`config.mk`:
```
export PLATFORM = sky130hd
export DESIGN_NAME = hazard_sequencer_flat
export DESIGN_NICKNAME = d
export VERILOG_FILES = /design/src/rtl/hazard_sequencer_if.sv /design/src/rtl/hazard_sequencer.sv /design/src/flat_wrapper.sv
export SDC_FILE = /design/constraint.sdc
export NUM_CORES = 1
export LEC_CHECK = 0
export CAP_MARGIN = 5
export CORE_UTILIZATION = 45
export DETAILED_ROUTE_END_ITERATION = 12
export GPL_ROUTABILITY_DRIVEN = 0
export GPL_TIMING_DRIVEN = 0
export HOLD_SLACK_MARGIN = 0.06
export PLACE_DENSITY = 0.78
export SLEW_MARGIN = 30
export SYNTH_ARGS = -nofsm -noshare
export SYNTH_HDL_FRONTEND = slang
export SYNTH_SLANG_ARGS = --single-unit
```
`constraint.sdc`:
```
create_clock -name clk -period 4.9 [get_ports clk]
set_input_delay 0.735 -clock clk [delete_from_list [all_inputs] [get_ports clk]]
set_output_delay 0.735 -clock clk [all_outputs]
set_load 0.005 [all_outputs]
```
`src/rtl/hazard_sequencer_if.sv`:
```
// Pipeline-control bundle between the hazard sequencer and the F/D/E/M/W datapath.
// master = datapath side, slave = hazard_sequencer.
interface hazard_sequencer_if #(
    parameter int unsigned CNT_W = 16
);
    localparam int unsigned REG_W = 5;

    logic [REG_W-1:0] d_rs;
    logic [REG_W-1:0] d_rt;
    logic             d_use_rs;
    logic             d_use_rt;
    logic             e_memread;
    logic             e_regwrite;
    logic [REG_W-1:0] e_dst;
    logic             m_regwrite;
    logic [REG_W-1:0] m_dst;
    logic             pc_src;

    logic             pc_en;
    logic             ifid_en;
    logic             ifid_flush;
    logic             idex_flush;
    logic             exmem_flush;
    logic [1:0]       fwd_a;
    logic [1:0]       fwd_b;
    logic [CNT_W-1:0] stall_cnt;
    logic [CNT_W-1:0] flush_cnt;

    modport master (
        output d_rs, d_rt, d_use_rs, d_use_rt, e_memread, e_regwrite, e_dst,
               m_regwrite, m_dst, pc_src,
        input  pc_en, ifid_en, ifid_flush, idex_flush, exmem_flush,
               fwd_a, fwd_b, stall_cnt, flush_cnt
    );

    modport slave (
        input  d_rs, d_rt, d_use_rs, d_use_rt, e_memread, e_regwrite, e_dst,
               m_regwrite, m_dst, pc_src,
        output pc_en, ifid_en, ifid_flush, idex_flush, exmem_flush,
               fwd_a, fwd_b, stall_cnt, flush_cnt
    );
endinterface

```
`src/rtl/hazard_sequencer.sv`:
```
// Load-use stall sequencing, branch flush control and registered E-stage forwarding selects
// for the 5-stage pipeline, with saturating stall/flush event counters.
module hazard_sequencer #(
    parameter int unsigned LU_STALL = 1,
    parameter int unsigned CNT_W    = 16
) (
    input logic               clk,
    input logic               rst,
    hazard_sequencer_if.slave bus
);
    localparam int unsigned SCNT_W = 2;
    localparam int unsigned REG_W  = 5;
    localparam logic [SCNT_W-1:0] SCNT_INIT = SCNT_W'(LU_STALL - 1);

    typedef enum logic {RUN, STALL} state_t;

    state_t            state;
    logic [SCNT_W-1:0] scnt;
    logic              lu_hit;
    logic              hazard;

    function automatic logic [1:0] fwd_sel(input logic             e_rw,
                                           input logic [REG_W-1:0] e_d,
                                           input logic             m_rw,
                                           input logic [REG_W-1:0] m_d,
                                           input logic [REG_W-1:0] src);
        logic [1:0] sel;
        sel = 2'b00;
        if (e_rw && (e_d != '0) && (e_d == src))
            sel = 2'b10;
        else if (m_rw && (m_d != '0) && (m_d == src))
            sel = 2'b01;
        return sel;
    endfunction

    assign lu_hit = bus.e_memread && bus.e_regwrite && (bus.e_dst != '0) &&
                    ((bus.d_use_rs && (bus.d_rs == bus.e_dst)) ||
                     (bus.d_use_rt && (bus.d_rt == bus.e_dst)));

    // Branch flush beats the stall; reset forces the free-running pipeline controls.
    always_comb begin
        hazard           = 1'b0;
        bus.pc_en        = 1'b1;
        bus.ifid_en      = 1'b1;
        bus.ifid_flush   = 1'b0;
        bus.idex_flush   = 1'b0;
        bus.exmem_flush  = 1'b0;
        if (!rst) begin
            if (bus.pc_src) begin
                bus.ifid_flush  = 1'b1;
                bus.idex_flush  = 1'b1;
                bus.exmem_flush = 1'b1;
            end else if ((state == STALL) || lu_hit) begin
                hazard         = 1'b1;
                bus.pc_en      = 1'b0;
                bus.ifid_en    = 1'b0;
                bus.idex_flush = 1'b1;
            end
        end
    end

    always_ff @(posedge clk) begin
        if (rst) begin
            state         <= RUN;
            scnt          <= '0;
            bus.fwd_a     <= 2'b00;
            bus.fwd_b     <= 2'b00;
            bus.stall_cnt <= '0;
            bus.flush_cnt <= '0;
        end else begin
            if (bus.pc_src) begin
                state <= RUN;
                scnt  <= '0;
                if (bus.flush_cnt != '1)
                    bus.flush_cnt <= bus.flush_cnt + CNT_W'(1);
            end else if (hazard) begin
                if (bus.stall_cnt != '1)
                    bus.stall_cnt <= bus.stall_cnt + CNT_W'(1);
                if (state == STALL) begin
                    scnt <= scnt - SCNT_W'(1);
                    if (scnt == SCNT_W'(1))
                        state <= RUN;
                end else if (LU_STALL > 1) begin
                    state <= STALL;
                    scnt  <= SCNT_INIT;
                end
            end

            // Selects travel with the instruction moving D->E; a bubble carries no forwarding.
            if (bus.idex_flush) begin
                bus.fwd_a <= 2'b00;
                bus.fwd_b <= 2'b00;
            end else begin
                bus.fwd_a <= fwd_sel(bus.e_regwrite, bus.e_dst, bus.m_regwrite, bus.m_dst, bus.d_rs);
                bus.fwd_b <= fwd_sel(bus.e_regwrite, bus.e_dst, bus.m_regwrite, bus.m_dst, bus.d_rt);
            end
        end
    end
endmodule
```
`src/flat_wrapper.sv`:
```
// flat-port wrapper written by rule: the top's interface ports become plain ports
module hazard_sequencer_flat 
#(
    parameter int unsigned LU_STALL = 1,
    parameter int unsigned CNT_W    = 16
)
  (clk, rst, bus_d_rs, bus_d_rt, bus_d_use_rs, bus_d_use_rt, bus_e_memread, bus_e_regwrite, bus_e_dst, bus_m_regwrite, bus_m_dst, bus_pc_src, bus_pc_en, bus_ifid_en, bus_ifid_flush, bus_idex_flush, bus_exmem_flush, bus_fwd_a, bus_fwd_b, bus_stall_cnt, bus_flush_cnt);
  hazard_sequencer_if #(.CNT_W(CNT_W)) bus_i ();
  input logic clk;
  input logic rst;
  input wire logic [$bits(bus_i.d_rs)-1:0] bus_d_rs;
  input wire logic [$bits(bus_i.d_rt)-1:0] bus_d_rt;
  input wire logic [$bits(bus_i.d_use_rs)-1:0] bus_d_use_rs;
  input wire logic [$bits(bus_i.d_use_rt)-1:0] bus_d_use_rt;
  input wire logic [$bits(bus_i.e_memread)-1:0] bus_e_memread;
  input wire logic [$bits(bus_i.e_regwrite)-1:0] bus_e_regwrite;
  input wire logic [$bits(bus_i.e_dst)-1:0] bus_e_dst;
  input wire logic [$bits(bus_i.m_regwrite)-1:0] bus_m_regwrite;
  input wire logic [$bits(bus_i.m_dst)-1:0] bus_m_dst;
  input wire logic [$bits(bus_i.pc_src)-1:0] bus_pc_src;
  output wire logic [$bits(bus_i.pc_en)-1:0] bus_pc_en;
  output wire logic [$bits(bus_i.ifid_en)-1:0] bus_ifid_en;
  output wire logic [$bits(bus_i.ifid_flush)-1:0] bus_ifid_flush;
  output wire logic [$bits(bus_i.idex_flush)-1:0] bus_idex_flush;
  output wire logic [$bits(bus_i.exmem_flush)-1:0] bus_exmem_flush;
  output wire logic [$bits(bus_i.fwd_a)-1:0] bus_fwd_a;
  output wire logic [$bits(bus_i.fwd_b)-1:0] bus_fwd_b;
  output wire logic [$bits(bus_i.stall_cnt)-1:0] bus_stall_cnt;
  output wire logic [$bits(bus_i.flush_cnt)-1:0] bus_flush_cnt;
  assign bus_i.d_rs = bus_d_rs;
  assign bus_i.d_rt = bus_d_rt;
  assign bus_i.d_use_rs = bus_d_use_rs;
  assign bus_i.d_use_rt = bus_d_use_rt;
  assign bus_i.e_memread = bus_e_memread;
  assign bus_i.e_regwrite = bus_e_regwrite;
  assign bus_i.e_dst = bus_e_dst;
  assign bus_i.m_regwrite = bus_m_regwrite;
  assign bus_i.m_dst = bus_m_dst;
  assign bus_i.pc_src = bus_pc_src;
  assign bus_pc_en = bus_i.pc_en;
  assign bus_ifid_en = bus_i.ifid_en;
  assign bus_ifid_flush = bus_i.ifid_flush;
  assign bus_idex_flush = bus_i.idex_flush;
  assign bus_exmem_flush = bus_i.exmem_flush;
  assign bus_fwd_a = bus_i.fwd_a;
  assign bus_fwd_b = bus_i.fwd_b;
  assign bus_stall_cnt = bus_i.stall_cnt;
  assign bus_flush_cnt = bus_i.flush_cnt;
  hazard_sequencer #(.LU_STALL(LU_STALL), .CNT_W(CNT_W)) u_core (.clk(clk), .rst(rst), .bus(bus_i));
endmodule
```
==> summary.txt, run 1 <==
Worst Path Arrival: 3.05 ns
total of max-cap violations: 0
area delta synth->final: 38.0%
Final Cycle Share: 0.773
TritonRoute pass-1 iters: 4
WL final: 5660 µm
Chip Height: 72.1 µm
Synth Register Bits: 39
Final Skew: 0.00955 ns
PostCTS Resize Cnt: 0
CTS tree: yes
status: complete, no violations
r2r startpoint: u_core.bus.stall_cnt[6]$_SDFFE_PP0P_
Fmax achieved: 0.264 GHz
Post-Syn Nets: 291
Starting Density: 0.469
RSZ-0062 raised after global routing: false
Gate power share: 0.127
most frequent cells in the layout: 67 x clkdlybuf4s50_1, 39 x dfxtp_1, 19 x nor2_1
Syn Inst Count: 260
DR WL met3: 276 µm
gr usage total: 0.234
IO Count: 69
Site Rows: 25
Synth Flop Type: dfxtp_1
Sink Count: 39
Crit Path Class: in -> out
layout cell share with drive strength beyond 1: 0.0599
DR DRC count: 0
Clk pwr share: 0.358
Setup Viol. Count Final: 0
YS warnings: 0
post-synthesis async set-or-reset flop share: 0
DR vias: 2228
part of the Yosys area used for sequential elements: 0.353
WL/cell: 14.1 µm
antenna cells: 0
sequential power share: 0.515
worst path cell trace: clkdlybuf4s50_1 -> or4_1 -> o211a_1 -> a21o_1 -> nand2_1 -> buf_4 -> clkdlybuf4s50_1
setup bufs post-CTS: 0
clock-pin slew on the worst setup and hold paths: 0.08 ns
DR top layer: met4
die width: 72.1 µm
switch share: 0.242
clk buf depth: 2
synth unique cells: 44
Hold WC Path Type: reg -> reg
cell mode on critical path: clkdlybuf4s50_1
Iter 0 DRT Violations: 214
Die ar.: 5200 µm²
dpl hpwl: 4420 µm
pwr/cell area: 204 nW/µm²
Post-synth EDFFs: 0
Final min period: 3.79 ns
clk_lat worst skew: 0.30 ns
Max Slew Vio Count: 0
core area: 4720 µm²
input/output buffers: 67
Layout Utilization: 0.647
Net Switching: 151 µW
Int Pwr: 471 µW
Nets: 365
CP max stage delay: 0.55 ns
leakage: 0.995 nW
Met1 Routed Length: 2520 µm
Critical Path End Type: output port
Post-DRT Antenna Nets: 0
Vias/cell: 5.56
measured slew at the worst slew-check pin: 0.569 ns
Final Hold Viols: 0
vias in the first global route: 2055
setup TNS: 0 ns
global-route wire length before repair: 9540 µm
Num CTS Buffers: 5
Hold Path Origin: u_core.bus.flush_cnt[15]$_SDFFE_PP0P_
H-tree depth: 2
gr ovfl total: 0
initial antenna violation count: 0
relative slew slack: 0.618
Cell Area, Synth: 2210 µm²
DR WL met2: 2710 µm
synthesized area per cell: 8.51 µm²
Critical Path RT: 4.16 ns
VDD IR max: 0.172 mV
crit-path max FO: 7
slowest CP cell: or4_1
crit path from: bus_e_dst[3]
Root Buffer Master: clkbuf_8
critical path startpoint category: input pin
commonest non-fill, non-tap cell in the layout: clkdlybuf4s50_1
Hold Buf Count CTS: 0
largest net degree at the start of global routing: 12
[per-stage QoR]
| step | instances | total power [mW] | hold slack [ns] | setup slack, ns | area [µm²] |
|---|---|---|---|---|---|
| floorplan | 260 | 0.364 | 0.460 | 2.20 | 2210 |
| global placement | 394 | 0.405 | 0.477 | 1.11 | 2970 |
| detailed placement | 394 | 0.407 | 0.496 | 1.12 | 2970 |
| CTS | 401 | 0.627 | 0.510 | 1.12 | 3060 |
| global route | 401 | 0.649 | 0.538 | 1.01 | 3060 |
| finish | 401 | 0.622 | 0.510 | 1.11 | 3060 |
[registers in the layout, indices dropped and copies added (netlist names)]
register and count:
u_core.state 1, u_core.bus.flush_cnt 16, u_core.bus.fwd_a 2, u_core.bus.fwd_b 2, u_core.scnt 2, u_core.bus.stall_cnt 16
[cell usage after synthesis (all sizes together) (4+ instances only)]
master | n | share of area
a21oi | 15 | 0.034
and4 | 6 | 0.024
buf | 5 | 0.015
clkbuf | 9 | 0.015
dfxtp | 39 | 0.35
inv | 9 | 0.015
nand2 | 12 | 0.020
nand3 | 15 | 0.034
nand4 | 11 | 0.031
nor2 | 19 | 0.032
nor2b | 4 | 0.011
nor3 | 5 | 0.011
nor4 | 6 | 0.017
o21ai | 8 | 0.018
o31ai | 8 | 0.027
or3 | 4 | 0.011
or4 | 13 | 0.044
xnor2 | 18 | 0.071
xor2 | 13 | 0.051
[path summary, 6_finish.rpt]
path                                                 to  slack, ns  cells past startpoint
setup reg to reg   u_core.bus.stall_cnt[1]$_SDFFE_PP0P_       2.59                      7
hold reg to reg   u_core.bus.flush_cnt[15]$_SDFFE_PP0P_       0.51                      2
hold / removal    u_core.bus.flush_cnt[15]$_SDFFE_PP0P_       0.51                      2
setup / recovery                              bus_pc_en       1.11                      7
[power by group through the flow]
stage | combinational (mW) | clock, mW | sequential, mW
CTS | 0.0790 | 0.228 | 0.321
global placement | 0.0774 | 0 | 0.328
finish | 0.0787 | 0.223 | 0.321
detailed placement | 0.0786 | 0 | 0.328
floorplan | 0.0364 | 0 | 0.328
global route | 0.0858 | 0.243 | 0.321
[layout make-up]
cell class | instances | area (µm²)
clock buffers | 6 | 82.6
clock inverters | 1 | 5.00
inverters | 9 | 33.8
flip-flops and latches | 39 | 781
multi-input cells | 198 | 1330
repair buffers | 67 | 671
well taps | 67 | 83.8
fillers | 407 | 1670
plain buffers | 14 | 66.3
[cells by family after synthesis]
logic type | count (synthesis) | share of synthesized area
AND/OR/NAND/NOR | 106 | 0.271
AO/OA/AOI/OAI | 53 | 0.167
flip-flops | 39 | 0.353
XOR/XNOR | 31 | 0.123
buffers and inverters | 23 | 0.0452
multiplexers | 5 | 0.0243
adder cells (fa/ha/maj) | 3 | 0.0170
[worst max-delay path: cells and delay by family]
kind | cells | cell delay (ns)
buf+inv | 3 | 1.07
simple gates | 2 | 0.68
compound gates | 2 | 0.57
[routing by layer]
metal	GRT usage	vias to the layer above
met2	0.383	69
met3	0.0542	13
met1	0.299	1028
met5	0	-
li1	-	1118
met4	0.0893	0
No activity file was read; power rests on OpenSTA's default activity.
==> inputs of run 2 (changes only) <==
--- a/config.mk
+++ b/config.mk
@@ -6,12 +6,12 @@
 export NUM_CORES = 1
 export LEC_CHECK = 0
 export CAP_MARGIN = 5
-export CORE_UTILIZATION = 45
+export CORE_UTILIZATION = 42
 export DETAILED_ROUTE_END_ITERATION = 12
 export GPL_ROUTABILITY_DRIVEN = 0
 export GPL_TIMING_DRIVEN = 0
 export HOLD_SLACK_MARGIN = 0.06
-export PLACE_DENSITY = 0.78
+export PLACE_DENSITY = 0.76
 export SLEW_MARGIN = 30
 export SYNTH_ARGS = -nofsm -noshare
 export SYNTH_HDL_FRONTEND = slang
==> constraint.sdc (replaced) <==
create_clock -name clk -period 3.45 [get_ports clk]
set_input_delay 0.5175 -clock clk [delete_from_list [all_inputs] [get_ports clk]]
set_output_delay 0.5175 -clock clk [all_outputs]
set_load 0.005 [all_outputs]
==> summary.txt, run 2 (synthesis gave the netlist of run 1 again) <==
status: complete, no violations
worst path cell trace: clkdlybuf4s50_1 -> or4_1 -> o211a_1 -> a21o_2 -> nand2_1 -> buf_4 -> clkdlybuf4s50_1
Nets: 365
most frequent cells in the layout: 67 x clkdlybuf4s50_1, 39 x dfxtp_1, 19 x nor2_1
Sink Count: 39
Final Skew: 0.00296 ns
die width: 74.6 µm
Iter 0 DRT Violations: 205
Max Slew Vio Count: 0
IO Count: 69
input/output buffers: 67
measured slew at the worst slew-check pin: 0.621 ns
Hold WC Path Type: reg -> reg
VDD IR max: 0.297 mV
initial antenna violation count: 0
area delta synth->final: 38.9%
gr usage total: 0.228
Chip Height: 74.6 µm
Hold Buf Count CTS: 0
layout cell share with drive strength beyond 1: 0.0599
H-tree depth: 2
commonest non-fill, non-tap cell in the layout: clkdlybuf4s50_1
crit-path max FO: 7
Worst Path Arrival: 2.81 ns
Crit Path Class: in -> out
Final Cycle Share: 0.966
clk buf depth: 2
Num CTS Buffers: 5
DR DRC count: 0
Post-DRT Antenna Nets: 0
Die ar.: 5560 µm²
total of max-cap violations: 0
antenna cells: 0
clk_lat worst skew: 0.29 ns
WL/cell: 14.7 µm
CP max stage delay: 0.56 ns
critical path startpoint category: input pin
gr ovfl total: 0
leakage: 0.996 nW
slowest CP cell: or4_1
biggest regs: u_core.bus.flush_cnt: 16 flops, u_core.bus.stall_cnt: 16 flops
TritonRoute pass-1 iters: 4
dpl hpwl: 4440 µm
Site Rows: 26
CTS tree: yes
largest net degree at the start of global routing: 12
WL final: 5940 µm
DR vias: 2303
Buf/Inv on CP: 3
pwr/cell area: 304 nW/µm²
setup TNS: 0 ns
Fmax achieved: 0.300 GHz
Setup Viol. Count Final: 0
Critical Path RT: 2.93 ns
CP delay by family, top: buffers and inverters
Final min period: 3.33 ns
RSZ-0062 raised after global routing: false
clock-pin slew on the worst setup and hold paths: 0.07 ns
Root Buffer Master: clkbuf_8
core area: 5070 µm²
cell mode on critical path: clkdlybuf4s50_1
Critical Path End Type: output port
Final Hold Viols: 0
Layout Utilization: 0.606
vias in the first global route: 2119
Vias/cell: 5.70
global-route wire length before repair: 9720 µm
relative slew slack: 0.586
Starting Density: 0.436
filler instances: 491
run 2: cell count changes in the layout (fill, tap and decap cells not counted), sizes merged:
cell,change
bufinv,+1
clkinv,-1
run 2: path summary, 6_finish.rpt:
check,start,end,slack [ns],depth (start not counted)
setup reg to reg,u_core.bus.stall_cnt[6]$_SDFFE_PP0P_,u_core.bus.stall_cnt[14]$_SDFFE_PP0P_,1.11,7
hold reg to reg,u_core.scnt[1]$_SDFFE_PP0P_,u_core.scnt[1]$_SDFFE_PP0P_,0.51,2
hold / removal,u_core.scnt[1]$_SDFFE_PP0P_,u_core.scnt[1]$_SDFFE_PP0P_,0.51,2
setup / recovery,bus_e_dst[0],bus_pc_en,0.12,7
run 2: power by group:
part | total [mW] | switching, mW | leakage, nW | internal, mW
logic | 0.113 | 0.0526 | 0.631 | 0.0601
clock network | 0.366 | 0.154 | 0.0513 | 0.212
registers | 0.455 | 0.00269 | 0.314 | 0.453
run 2: through the flow:
step	hold slack, ns	setup slack [ns]	total power [mW]	area (µm²)	instances
floorplan	0.460	1.18	0.517	2210	260
global placement	0.480	0.140	0.576	2970	397
detailed placement	0.494	0.106	0.578	2970	397
CTS	0.508	0.107	0.943	3070	404
global route	0.544	0.00486	0.974	3080	404
finish	0.508	0.118	0.934	3080	404
run 2: worst min-delay path, delay by kind of cell, from the launching register on:
family / cells / cell delay, ns
flip-flops: 1 / 0.33
AND/OR/NAND/NOR: 1 / 0.08
multiplexers: 1 / 0.06
run 2: what timing repair did:
item | in CTS | in global routing
gates resized for setup | 0 | 1
setup buffers | 0 | 0
setup endpoints to repair | 0 | 1
run 2: per-layer routing:
metal / vias up / wire, µm / part of all wire / GRT usage
met1: 1084 / 2540 / 0.43 / 0.274
met5: - / 0 / 0 / 0
met3: 2 / 433 / 0.073 / 0.0583
li1: 1120 / - / - / -
met2: 97 / 2960 / 0.50 / 0.394
met4: 0 / 16 / 0.0027 / 0.0734
run 2: final cells by class:
| class | instances | area (µm²) | share of cell area |
|---|---|---|---|
| Tap cell | 70 | 87.6 | 0.0285 |
| Sequential cell | 39 | 781 | 0.254 |
| Inverter | 9 | 33.8 | 0.0110 |
| Clock buffer | 6 | 72.6 | 0.0236 |
| Timing Repair Buffer | 67 | 671 | 0.218 |
| Clock inverter | 1 | 30.0 | 0.00976 |
| Buffer | 14 | 66.3 | 0.0216 |
| Multi-Input combinational cell | 198 | 1330 | 0.434 |
